==> src/rtl/alu_ctrl.sv <==
// alu_ctrl: single-issue sequencer in front of the 32-bit ALU; owns the architectural flags register.
// Define ALU_CTRL_PIPE_EN to insert a CAPT state that registers the ALU outputs before they are used.
module alu_ctrl #(
    parameter int W     = 32,
    parameter int CNT_W = 16
) (
    input  logic             clk,
    input  logic             rst,

    input  logic             req_valid,
    output logic             req_ready,
    input  logic [3:0]       req_opcode,
    input  logic [3:0]       req_cond,
    input  logic [2:0]       req_srctrl,
    input  logic             req_s,
    input  logic [15:0]      req_imvalue,
    input  logic [W-1:0]     req_in1,
    input  logic [W-1:0]     req_in2,

    output logic             res_valid,
    input  logic             res_ready,
    output logic [W-1:0]     res_data,
    output logic [3:0]       res_flags,

    output logic [W-1:0]     alu_in1,
    output logic [W-1:0]     alu_in2,
    output logic             alu_s,
    output logic [3:0]       alu_cond,
    output logic [3:0]       alu_opcode,
    output logic [2:0]       alu_srctrl,
    output logic [15:0]      alu_imvalue,
    output logic [3:0]       alu_inflags,
    input  logic [3:0]       alu_outflags,
    input  logic [W-1:0]     alu_result,

    output logic [3:0]       flags,
    input  logic             flags_clr,
    output logic             busy,
    output logic [CNT_W-1:0] op_count
);

    // state | meaning
    // IDLE  | waiting for a request, req_ready high
    // EXEC  | operand registers drive the ALU; its outputs are taken at the end of the cycle
    // CAPT  | pipelined ALU outputs moved into the response and flags (ALU_CTRL_PIPE_EN only)
    // DONE  | response valid and held until res_ready
`ifdef ALU_CTRL_PIPE_EN
    typedef enum logic [1:0] {
        ST_IDLE = 2'd0,
        ST_EXEC = 2'd1,
        ST_CAPT = 2'd2,
        ST_DONE = 2'd3
    } state_t;
`else
    typedef enum logic [1:0] {
        ST_IDLE = 2'd0,
        ST_EXEC = 2'd1,
        ST_DONE = 2'd3
    } state_t;
`endif

    localparam logic [3:0] OP_NOP = 4'b1111;

    state_t             state_q, state_d;

    logic [3:0]         opcode_q, opcode_d;
    logic [3:0]         cond_q, cond_d;
    logic [2:0]         srctrl_q, srctrl_d;
    logic               s_q, s_d;
    logic [15:0]        imvalue_q, imvalue_d;
    logic [W-1:0]       in1_q, in1_d;
    logic [W-1:0]       in2_q, in2_d;

    logic [W-1:0]       res_data_q, res_data_d;
    logic [3:0]         res_flags_q, res_flags_d;
    logic [3:0]         flags_q, flags_d;
    logic [CNT_W-1:0]   op_count_q, op_count_d;

`ifdef ALU_CTRL_PIPE_EN
    logic [W-1:0]       pipe_result_q, pipe_result_d;
    logic [3:0]         pipe_flags_q, pipe_flags_d;
`endif

    logic               ready_c;
    logic               accept;
    logic               capture;
    logic [W-1:0]       cap_result;
    logic [3:0]         cap_flags;

    always_comb begin
        state_d     = state_q;
        opcode_d    = opcode_q;
        cond_d      = cond_q;
        srctrl_d    = srctrl_q;
        s_d         = s_q;
        imvalue_d   = imvalue_q;
        in1_d       = in1_q;
        in2_d       = in2_q;
        res_data_d  = res_data_q;
        res_flags_d = res_flags_q;
        flags_d     = flags_q;
        op_count_d  = op_count_q;
`ifdef ALU_CTRL_PIPE_EN
        pipe_result_d = pipe_result_q;
        pipe_flags_d  = pipe_flags_q;
`endif
        ready_c    = 1'b0;
        accept     = 1'b0;
        capture    = 1'b0;
        cap_result = alu_result;
        cap_flags  = alu_outflags;

        case (state_q)
            ST_IDLE: begin
                ready_c = 1'b1;
            end
            ST_EXEC: begin
`ifdef ALU_CTRL_PIPE_EN
                pipe_result_d = alu_result;
                pipe_flags_d  = alu_outflags;
                state_d       = ST_CAPT;
`else
                capture = 1'b1;
                state_d = ST_DONE;
`endif
            end
`ifdef ALU_CTRL_PIPE_EN
            ST_CAPT: begin
                capture    = 1'b1;
                cap_result = pipe_result_q;
                cap_flags  = pipe_flags_q;
                state_d    = ST_DONE;
            end
`endif
            ST_DONE: begin
                ready_c = res_ready;
                if (res_ready) begin
                    op_count_d = op_count_q + {{(CNT_W-1){1'b0}}, 1'b1};
                    state_d    = ST_IDLE;
                end
            end
            default: begin
                state_d = ST_IDLE;
            end
        endcase

        // A response handshake and a new acceptance may share the same DONE cycle.
        accept = ready_c && req_valid;
        if (accept) begin
            opcode_d  = req_opcode;
            cond_d    = req_cond;
            srctrl_d  = req_srctrl;
            s_d       = req_s;
            imvalue_d = req_imvalue;
            in1_d     = req_in1;
            in2_d     = req_in2;
            state_d   = ST_EXEC;
        end

        if (capture) begin
            res_data_d = (opcode_q == OP_NOP) ? '0 : cap_result;
            if (s_q && (opcode_q != OP_NOP)) begin
                flags_d = cap_flags;
            end
        end

        // Clear beats a concurrent flags write; res_flags reports what flags actually becomes.
        if (flags_clr) begin
            flags_d = 4'h0;
        end
        if (capture) begin
            res_flags_d = flags_d;
        end
    end

    always_ff @(posedge clk) begin
        if (rst) begin
            state_q     <= ST_IDLE;
            opcode_q    <= '0;
            cond_q      <= '0;
            srctrl_q    <= '0;
            s_q         <= 1'b0;
            imvalue_q   <= '0;
            in1_q       <= '0;
            in2_q       <= '0;
            res_data_q  <= '0;
            res_flags_q <= '0;
            flags_q     <= '0;
            op_count_q  <= '0;
`ifdef ALU_CTRL_PIPE_EN
            pipe_result_q <= '0;
            pipe_flags_q  <= '0;
`endif
        end else begin
            state_q     <= state_d;
            opcode_q    <= opcode_d;
            cond_q      <= cond_d;
            srctrl_q    <= srctrl_d;
            s_q         <= s_d;
            imvalue_q   <= imvalue_d;
            in1_q       <= in1_d;
            in2_q       <= in2_d;
            res_data_q  <= res_data_d;
            res_flags_q <= res_flags_d;
            flags_q     <= flags_d;
            op_count_q  <= op_count_d;
`ifdef ALU_CTRL_PIPE_EN
            pipe_result_q <= pipe_result_d;
            pipe_flags_q  <= pipe_flags_d;
`endif
        end
    end

    assign req_ready   = ready_c && !rst;
    assign res_valid   = (state_q == ST_DONE);
    assign busy        = (state_q != ST_IDLE);
    assign res_data    = res_data_q;
    assign res_flags   = res_flags_q;
    assign flags       = flags_q;
    assign op_count    = op_count_q;

    assign alu_in1     = in1_q;
    assign alu_in2     = in2_q;
    assign alu_s       = s_q;
    assign alu_cond    = cond_q;
    assign alu_opcode  = opcode_q;
    assign alu_srctrl  = srctrl_q;
    assign alu_imvalue = imvalue_q;
    assign alu_inflags = flags_q;

endmodule

==> config.mk <==
export PLATFORM = sky130hd
export DESIGN_NAME = alu_ctrl
export DESIGN_NICKNAME = d
export VERILOG_FILES = /design/src/rtl/alu_ctrl.sv
export SDC_FILE = /design/constraint.sdc
export NUM_CORES = 1
export LEC_CHECK = 0
export BUFFER_PORTS_ARGS = -buffer_cell sky130_fd_sc_hd__buf_2
export CORE_UTILIZATION = 45
export CTS_CLUSTER_DIAMETER = 50
export CTS_CLUSTER_SIZE = 12
export DETAILED_ROUTE_END_ITERATION = 7
export GPL_TIMING_DRIVEN = 0
export HOLD_SLACK_MARGIN = 0.15
export PLACE_DENSITY = 0.8
export SLEW_MARGIN = 20
export SYNTH_ARGS = -nofsm -noshare
export SYNTH_HDL_FRONTEND = slang
export SYNTH_SLANG_ARGS = --single-unit
export TNS_END_PERCENT = 10
==> constraint.sdc <==
create_clock -name clk -period 1.96 [get_ports clk]
set_input_delay 0.098 -clock clk [delete_from_list [all_inputs] [get_ports clk]]
set_output_delay 0.098 -clock clk [all_outputs]
set_load 0.03 [all_outputs]
# ---- After elaboration in Yosys (flattened, before gate mapping)
# Cells that the tools add are included.
dict set report totals {
  reg_bits 150
  input_bits 133
  word_cells 41
  output_inout_bits 155
}
dict set report classes {
  eq_ne 7
  bitwise 1
  muxes 9
  n_reduce_logical 10
  add_sub_neg 1
}
# op n
set ops {}
lappend ops {{$mux 32} 1}
lappend ops {{$add 16x1->16 const B} 1}
lappend ops {{$mux 4} 3}
lappend ops {{$pmux 2 s3} 1}
lappend ops {{$reduce_and 2->1} 3}
lappend ops {{$eq 4x4->1 const B} 1}
lappend ops {{$ne 4x4->1 const B} 1}
lappend ops {{$logic_and 1x1->1} 3}
lappend ops {{$ne 3x1->1 const B} 1}
lappend ops {{$eq 2x1->1 const B} 1}
lappend ops {{$eq 2x2->1 const B} 1}
lappend ops {{$logic_not 2->1} 1}
lappend ops {{$mux 1} 2}
lappend ops {{$mux 2} 1}
lappend ops {{$ne 2x1->1 const B} 1}
lappend ops {{$ne 2x2->1 const B} 1}
lappend ops {{$pmux 1 s2} 1}
lappend ops {{$reduce_bool 2->1} 1}
lappend ops {{$reduce_or 2->1} 1}
lappend ops {{$logic_not 1->1} 1}
lappend ops {{$not 1->1} 1}

# ---- Logic depth before layout (Yosys ltp)
# Gate-level depths: netlist (run 1).
dict set report logic_depth {
  word_depth 5
  depth_mapped 8
  mapped_depth_nobuf 6
}

# ---- Least setup slack after synthesis (run 1)
# OpenSTA, ideal clock, no wires.
dict set report synth_path {
  path_type {register -> register}
  start {reg state_q[0]}
  end {reg op_count_q[15], in the netlist op_count[15]}
  arrival_ns 1.758
  stages_incl_launch_ff 6
  n_path_buf 0
  setup_ns 0.121
  t_required_ns 1.839
  period_less_slack_ns 1.879
  path_slack_ns 0.081
  path_cell_list {dfxtp_1 -> ha_1 -> and4_1 -> nand4_4 -> nor3_1 -> mux2_2}
}
dict set report synth_between {
  elab_chain_len 2
}
# element line
set synth_lines {}
lappend synth_lines {{start, declared} 64} ;# state_t state_q, state_d;
lappend synth_lines {{start signal, assigned} 195} ;# state_q <= state_d;
lappend synth_lines {{$eq 2x2->1} -}
lappend synth_lines {{via res_valid} 20} ;# output logic res_valid,
lappend synth_lines {{$reduce_and 2->1 (no source line)} -}
lappend synth_lines {{end signal, assigned} 206} ;# op_count_q <= op_count_d;
lappend synth_lines {{end, declared} 77} ;# logic [CNT_W-1:0] op_count_q, op_count_d;
# The timed path passes the listed nets, and every way through them passes these cells.
# A chain may end at the register's enable or synchronous reset.

# ---- Worst setup path after layout (run 1)
dict set report layout_path {
  start {reg state_q[1]}
  end {reg imvalue_q[10], in the netlist alu_imvalue[10]}
}
dict set report layout_between {
  elab_chain_len 3
  word_cells_on_any_way 4
  classes_between {1 x eq/ne; 1 x mux; 2 x reduce/logical}
}
# element line
set layout_lines {}
lappend layout_lines {{$eq 2x2->1 / $logic_not 2->1 (equally long branches)} 113} ;# case (state_q)
lappend layout_lines {{$pmux 1 s2 (*)} 113}
lappend layout_lines {{$logic_and 1x1->1 (*)} 148} ;# accept = ready_c && req_valid;
lappend layout_lines {{end signal, assigned} 200} ;# imvalue_q <= imvalue_d;
lappend layout_lines {{end, declared} 70} ;# logic [15:0] imvalue_q, imvalue_d;
# Every way passes the cells marked *; elsewhere a longest branch is shown, timed or not.

==> impl_results.md, run 1 <==
- Syn avg cell area: 8.300 um^2
- Final period utilization: 93.40%
- Drt initial violations: ~420
- Shortest period the worst path allows: roughly 1800 ps
- Critical Path Max Stage Delay: 410 ps
- Critical Path AT: 2110 ps
- Clk sinks: 150
- Slowest-stage cell, CP: or3b_4
- Worst Skew: ~11 ps
- First-pass GRT wire length: 31.98 mm
- Total design power: roughly 9.7 mW
- Die H: 113.2 um
- Critical Path End Type: flop
- Input/output buffers: ~290
- Num CTS Buffers: 17
- Gate Count Post-Synth: about 670
- Met2 Wirelength: 10.96 mm
- Commonest non-fill, non-tap cell in the layout: buf_2
- Die footprint: 0.01282 mm^2
- Initial Util: 46.17%
- Met3 wire length: 1.539 mm
- WP data required: 2240 ps
- Crit path buf inv count: 2
- TritonCTS clock tree: done
- Fin Hold WS: 205.4 ps
- GRT Total Usage: 32.71%
- Commonest cells after routing, fill and taps aside: 292 x buf_2, 194 x nand2_1, 149 x dfxtp_1
- Largest net degree at the start of global routing: 17
- Cell mode on critical path: buf_6
- Area after DPL: about 0.007 mm^2
- Pre-CTS setup slack: -133.6 ps
- Routed wire length: 21.33 mm
- Initial antenna violation count: 2
- Ports: around 290
- RSZ-0062 raised after global routing: false
- Row Count: 40
- H-tree depth: 4
- Slew @ Worst Pin: 639.3 ps
- Syn Nets: 808
- Layout cells sized above 1: 31.85%
- Initial DRT Pass Iterations: 6
- Leakage: 4.347 nW
- Crit Path Class: flop to flop
- Setup crit start kind: flop
- Nets: 1245
- CTS clk-pin slew, worst paths: around 60 ps
- Hold Vio Cnt, Final: 0
- Family with the most delay on the worst path: simple AND/OR/NAND/NOR gates
- Post-DP HPWL: about 12 mm
- Status: finished, final reports clean
- Hold Crit Class: input pin to flop
- Vias in the first global route: 6471
- M1 WL: 7.463 mm
- Sequential element share of the synthesized area: 53.92%
- Worst-case clock buffer depth: 2
- Final Slew Violations: 0
- PnR worst setup slack: approximately 130 ps
- Highest routed layer: met4
- Vias/cell: 5.071
- Worst-Skew Late Latency: 430 ps
- Yosys cell types: 28
- Pwr/cell area: 1051 mW/mm^2
- Vias: 6552
- Maxcap violations: 0
- Layout Cell Area excl Fill: 0.009193 mm^2
- Fmax: 0.5463 GHz
- Global route total overflow: 0
- Peak supply drop: 569.4 uV
- Post-route ant nets: 0
- # Post-CTS Setup Buffers: 0
- Synth-to-Final Area Change: 65.06%
- DRC: 0
- Slew Limit Headroom: a little under three fifths
- Worst-path cell chain: ha_2, a21oi_2, or3b_4, buf_6, buf_6, nand2_1, a21oi_1
- Cell Area, Synth: roughly 0.0056 mm^2
- # setup viols final: 0
- Critical Path Fanout Max: 10
- Root buf cell: clkbuf_16
- Syn. warnings: 0
- Core box area: between 0.01 and 0.015 mm^2
- Setup total negative slack: 0 ps
- Synth Register Bits: 150
- Routed length per placed instance: 16.51 um
- Die Wd: 113.2 um
- Final GP Congestion: roughly 0.80
==> registers in the layout, summed over array words and instances, names as in the netlist, 3 cells and up <==
| name | flops |
|---|---|
| alu_inflags | 4 |
| alu_srctrl | 3 |
| alu_opcode | 4 |
| alu_cond | 4 |
| alu_imvalue | 16 |
| res_flags | 4 |
| res_data | 32 |
| alu_in2 | 32 |
| alu_in1 | 32 |
| op_count | 16 |
==> final timing paths <==
check / slack, ps / to / from / depth (start not counted)
max: 130 / alu_imvalue[10]$_SDFFE_PP0P_ / state_q[1]$_SDFFE_PP0P_ / 7
min: 210 / state_q[1]$_SDFFE_PP0P_ / res_ready / 5
max reg2reg: 130 / alu_imvalue[10]$_SDFFE_PP0P_ / state_q[1]$_SDFFE_PP0P_ / 7
min reg2reg: 450 / alu_in1[18]$_SDFFE_PP0P_ / alu_in1[18]$_SDFFE_PP0P_ / 2
==> report_power, final <==
group / internal, mW / switching (mW)
sequential: 3.37 / 0.174
combinational: 0.946 / 1.73
clock: 2.16 / 1.28
==> synth_stat cells (all sizes together) <==
master	n	area (um^2)
a21oi	130	650.6
and2	3	20.02
and3	2	12.51
and4	3	26.28
buf	27	217.7
clkbuf	24	90.09
dfxtp	150	3003
ha	4	50.05
inv	5	18.77
mux2	1	11.26
mux2i	7	70.07
nand2	194	728.2
nand3	4	20.02
nand4	6	52.55
nor2	47	176.4
nor2b	33	206.5
nor3	7	35.03
nor3b	1	12.51
o21ai	7	35.03
o2bb2ai	1	8.760
or3	3	18.77
or3b	1	8.760
xnor2	1	8.760
xor2	10	87.58
==> timing repair <==
item	in CTS	in global routing
hold buffers	131	0
resized for setup	3	9
hold endpoints to repair	134	0
setup endpoints to repair	80	117
==> metal layers <==
metal  track usage, %  vias to the layer above
met4            25.79                        0
met3            9.480                      114
met2            58.32                      350
met5                0                        -
li1                 -                     3060
met1            31.69                     3028
==> stage by stage <==
stage	utilization [%]	instances
after global placement	59.82	1126
after CTS	75.91	1289
after floorplan	-	671
after global routing	76.19	1291
after detailed placement	59.82	1126
final	76.21	1292
==> cells by family after synthesis <==
| kind of cell | Yosys count | share of synthesized area (%) |
|---|---|---|
| AND/OR/NAND/NOR | 304 | 23.66 |
| flip-flops | 150 | 53.92 |
| AO/OA/AOI/OAI | 138 | 12.47 |
| buffers and inverters | 56 | 5.864 |
| XOR/XNOR | 11 | 1.730 |
| multiplexers | 8 | 1.460 |
| adder cells (fa/ha/maj) | 4 | 0.8987 |
==> worst register-to-register path: cells and delay by family (launching register included) <==
kind	cells	cell delay (ps)
AND/OR/NAND/NOR	2	510
flip-flops	1	360
buffers and inverters	2	320
adder cells (fa/ha/maj)	1	290
AO/OA/AOI/OAI	2	200
==> layout make-up <==
class | instances | area (um^2)
multi-input cells | 465 | 2267
well taps | 168 | 210.2
fillers | 790 | 2869
repair buffers | 418 | 2748
clock buffers | 19 | 442.9
diodes | 3 | 7.507
inverters | 5 | 18.77
plain buffers | 51 | 314.1
flip-flops and latches | 150 | 3004
clock inverters | 13 | 180.2
(Power assumes the default switching activity.)
==> run 2: changes to the inputs <==
--- a/config.mk
+++ b/config.mk
@@ -6,13 +6,16 @@
 export NUM_CORES = 1
 export LEC_CHECK = 0
 export BUFFER_PORTS_ARGS = -buffer_cell sky130_fd_sc_hd__buf_2
-export CORE_UTILIZATION = 45
+export CELL_PAD_IN_SITES_DETAIL_PLACEMENT = 2
+export CELL_PAD_IN_SITES_GLOBAL_PLACEMENT = 2
+export CORE_UTILIZATION = 24
 export CTS_CLUSTER_DIAMETER = 50
 export CTS_CLUSTER_SIZE = 12
 export DETAILED_ROUTE_END_ITERATION = 7
 export GPL_TIMING_DRIVEN = 0
 export HOLD_SLACK_MARGIN = 0.15
-export PLACE_DENSITY = 0.8
+export MAX_ROUTING_LAYER = met4
+export PLACE_DENSITY_LB_ADDON = 0.1
 export SLEW_MARGIN = 20
 export SYNTH_ARGS = -nofsm -noshare
 export SYNTH_HDL_FRONTEND = slang
==> constraint.sdc (replaced) <==
create_clock -name clk -period 1.9 [get_ports clk]
set_input_delay 0.095 -clock clk [delete_from_list [all_inputs] [get_ports clk]]
set_output_delay 0.095 -clock clk [all_outputs]
set_load 0.03 [all_outputs]
==> run 2 against run 1 <==
Compared with the run above: clock skew grew 1.2 ps; global-route usage decreased by 13 points; final area up 1.7%; sequential power grew 3%; first-iteration DRC count down 61%; non-clock buffer count is the same; cell count is 8.9% higher; die area increased by 86%; count of clock-buffer cells in the layout increased by 2; sequential share of layout area shrank 0.54 points; critical path depth unchanged; clock power rose by 8.1%; highest routed layer unchanged.
==> impl_results.md, run 2 (same netlist as run 1, synthesis figures left out) <==
- Critical Path Fanout Max: 10
- Initial DRT Pass Iterations: 4
- Status: finished, final reports clean
- Worst-case clock buffer depth: 2
- Cells after DPL: roughly 1200
- Layout cells sized above 1: 31.96%
- TritonCTS clock tree: done
- Critical Path AT: 2070 ps
- Critical Path Max Stage Delay: 420 ps
- Shortest period the worst path allows: 1785 ps
- Slowest-stage cell, CP: or3b_4
- Final Slew Violations: 0
- RSZ-0062 raised after global routing: false
- Peak supply drop: 464.6 uV
- Worst Skew: 12.34 ps
- Ports: 288
- Routed wire length: approximately 23 mm
- Die Wd: 154.3 um
- # setup viols final: 0
- Vias in the first global route: 6890
- Core box area: 0.02271 mm^2
- Initial Util: between 20 and 25%
- Vias/cell: 4.433
- Hold Crit Class: input pin to flop
- Hold Vio Cnt, Final: 0
- Post-route ant nets: 0
- Leakage: between 4 and 5 nW
- WP data required: 2180 ps
- Commonest non-fill, non-tap cell in the layout: buf_2
- CTS clk-pin slew, worst paths: about 60 ps
- Setup total negative slack: 0 ps
- Clk sinks: 150
- Post-DP HPWL: 15.62 mm
- Num CTS Buffers: 17
- Worst-Skew Late Latency: about 420 ps
- Row Count: 55
- Input/output buffers: ~290
- Vias: 6237
- Fmax: about 0.56 GHz
- Largest net degree at the start of global routing: 17
- H-tree depth: 4
- Slew Limit Headroom: 57.78%
- Global route total overflow: 0
- Final period utilization: a little over nine tenths
- Setup crit start kind: flop
- Die H: 154.3 um
- Commonest cells after routing, fill and taps aside: 290 x buf_2, 194 x nand2_1, 149 x dfxtp_1
- DRC: 0
- Drt initial violations: 166
- Maxcap violations: 0
- Final GP Congestion: 0.7293
- Crit Path Class: flop to flop
- First-pass GRT wire length: 35.85 mm
- Slack of the worst reg-to-reg path: 110 ps
- Slew @ Worst Pin: 633.2 ps
- Root buf cell: clkbuf_16
- Critical Path End Type: flop
- Cell mode on critical path: buf_6
- Synth-to-Final Area Change: 67.85%
- Routed length per placed instance: 16.39 um
- Pwr/cell area: ~1100 mW/mm^2
- Die footprint: 0.02382 mm^2
- Final Instance Count excl. Fillers: 1407
- Initial antenna violation count: 2
- Nets: roughly 1200
- GRT Total Usage: 19.89%
- Worst-path cell chain: inv_1, ha_1, or3b_4, buf_6, buf_6, nand2_1, a21oi_1
- # Post-CTS Setup Buffers: 0
-- run 2: changes by cell type in the layout (fill, tap and decap cells not counted), moves of 2 or more --
cell,previous run,this run
clkinv_2,4,0
clkbuf_1,22,20
clkbuf_8,1,3
clkbuf_2,3,5
buf_2,292,290
-- run 2: layout make-up --
type | count | area, um^2
fill | 2618 | 13360
timing repair buffer | 418 | 2748
antenna | 2 | 5.005
tap | 285 | 356.6
clock buffer | 21 | 470.5
buffer | 51 | 325.3
clock inverter | 10 | 170.2
inverter | 5 | 18.77
sequential | 150 | 3004
multi-input combinational | 465 | 2250
-- run 2: final timing paths --
| kind | from | to | depth (start not counted) |
|---|---|---|---|
| setup / recovery | state_q[0]$_SDFFE_PP0P_ | alu_imvalue[7]$_SDFFE_PP0P_ | 7 |
| setup reg to reg | state_q[0]$_SDFFE_PP0P_ | alu_imvalue[7]$_SDFFE_PP0P_ | 7 |
| hold reg to reg | alu_in1[9]$_SDFFE_PP0P_ | alu_in1[9]$_SDFFE_PP0P_ | 2 |
| hold / removal | res_ready | op_count[0]$_SDFFE_PP0P_ | 4 |
-- run 2: through the flow --
stage / total power, mW / instance area, um^2 / hold slack [ps] / setup WS [ps] / utilization, %
final: 10.11 / 9348 / 207.3 / 114.7 / 41.16
after global routing: 10.62 / 9348 / 248.6 / 8.249 / 41.16
after CTS: 10.20 / 9320 / 187.5 / 9.641 / 41.04
after detailed placement: 6.207 / 7362 / 334.6 / -89.79 / 32.42
after global placement: 6.172 / 7362 / 325.8 / -61.28 / 32.42
after floorplan: 5.327 / 5569 / 174.3 / 21.47 / -
-- run 2: power breakdown --
part	switching [mW]	internal [mW]	leakage (nW)	total (mW)
Sequential	0.162	3.48	1.22	3.64
Clock	1.41	2.31	0.306	3.72
Combinational	1.78	0.971	2.83	2.75
Total	3.35	6.76	4.36	10.1
-- run 2: metal layers --
layer / GRT usage, % / part of all wire (%) / up-vias
met5: - / 0 / -
met4: 8.157 / 2.6 / 0
met3: 5.436 / 6.0 / 28
met2: 34.61 / 49 / 189
met1: 21.36 / 42 / 2968
li1: - / - / 3052
-- run 2: critical path, delay by kind of cell (launching register included) --
kind | cells | cell delay (ps)
fa+ha+maj | 1 | 330
compound gates | 1 | 70
simple gates | 2 | 510
buf+inv | 3 | 370
flops | 1 | 360
-- run 2: timing repair --
action / in CTS / in global routing
setup endpoints to repair: 118 / 112
gates resized for setup: 3 / 16
hold buffers: 131 / 0
cloned: 0 / 0
endpoints found under the hold margin: 134 / 0
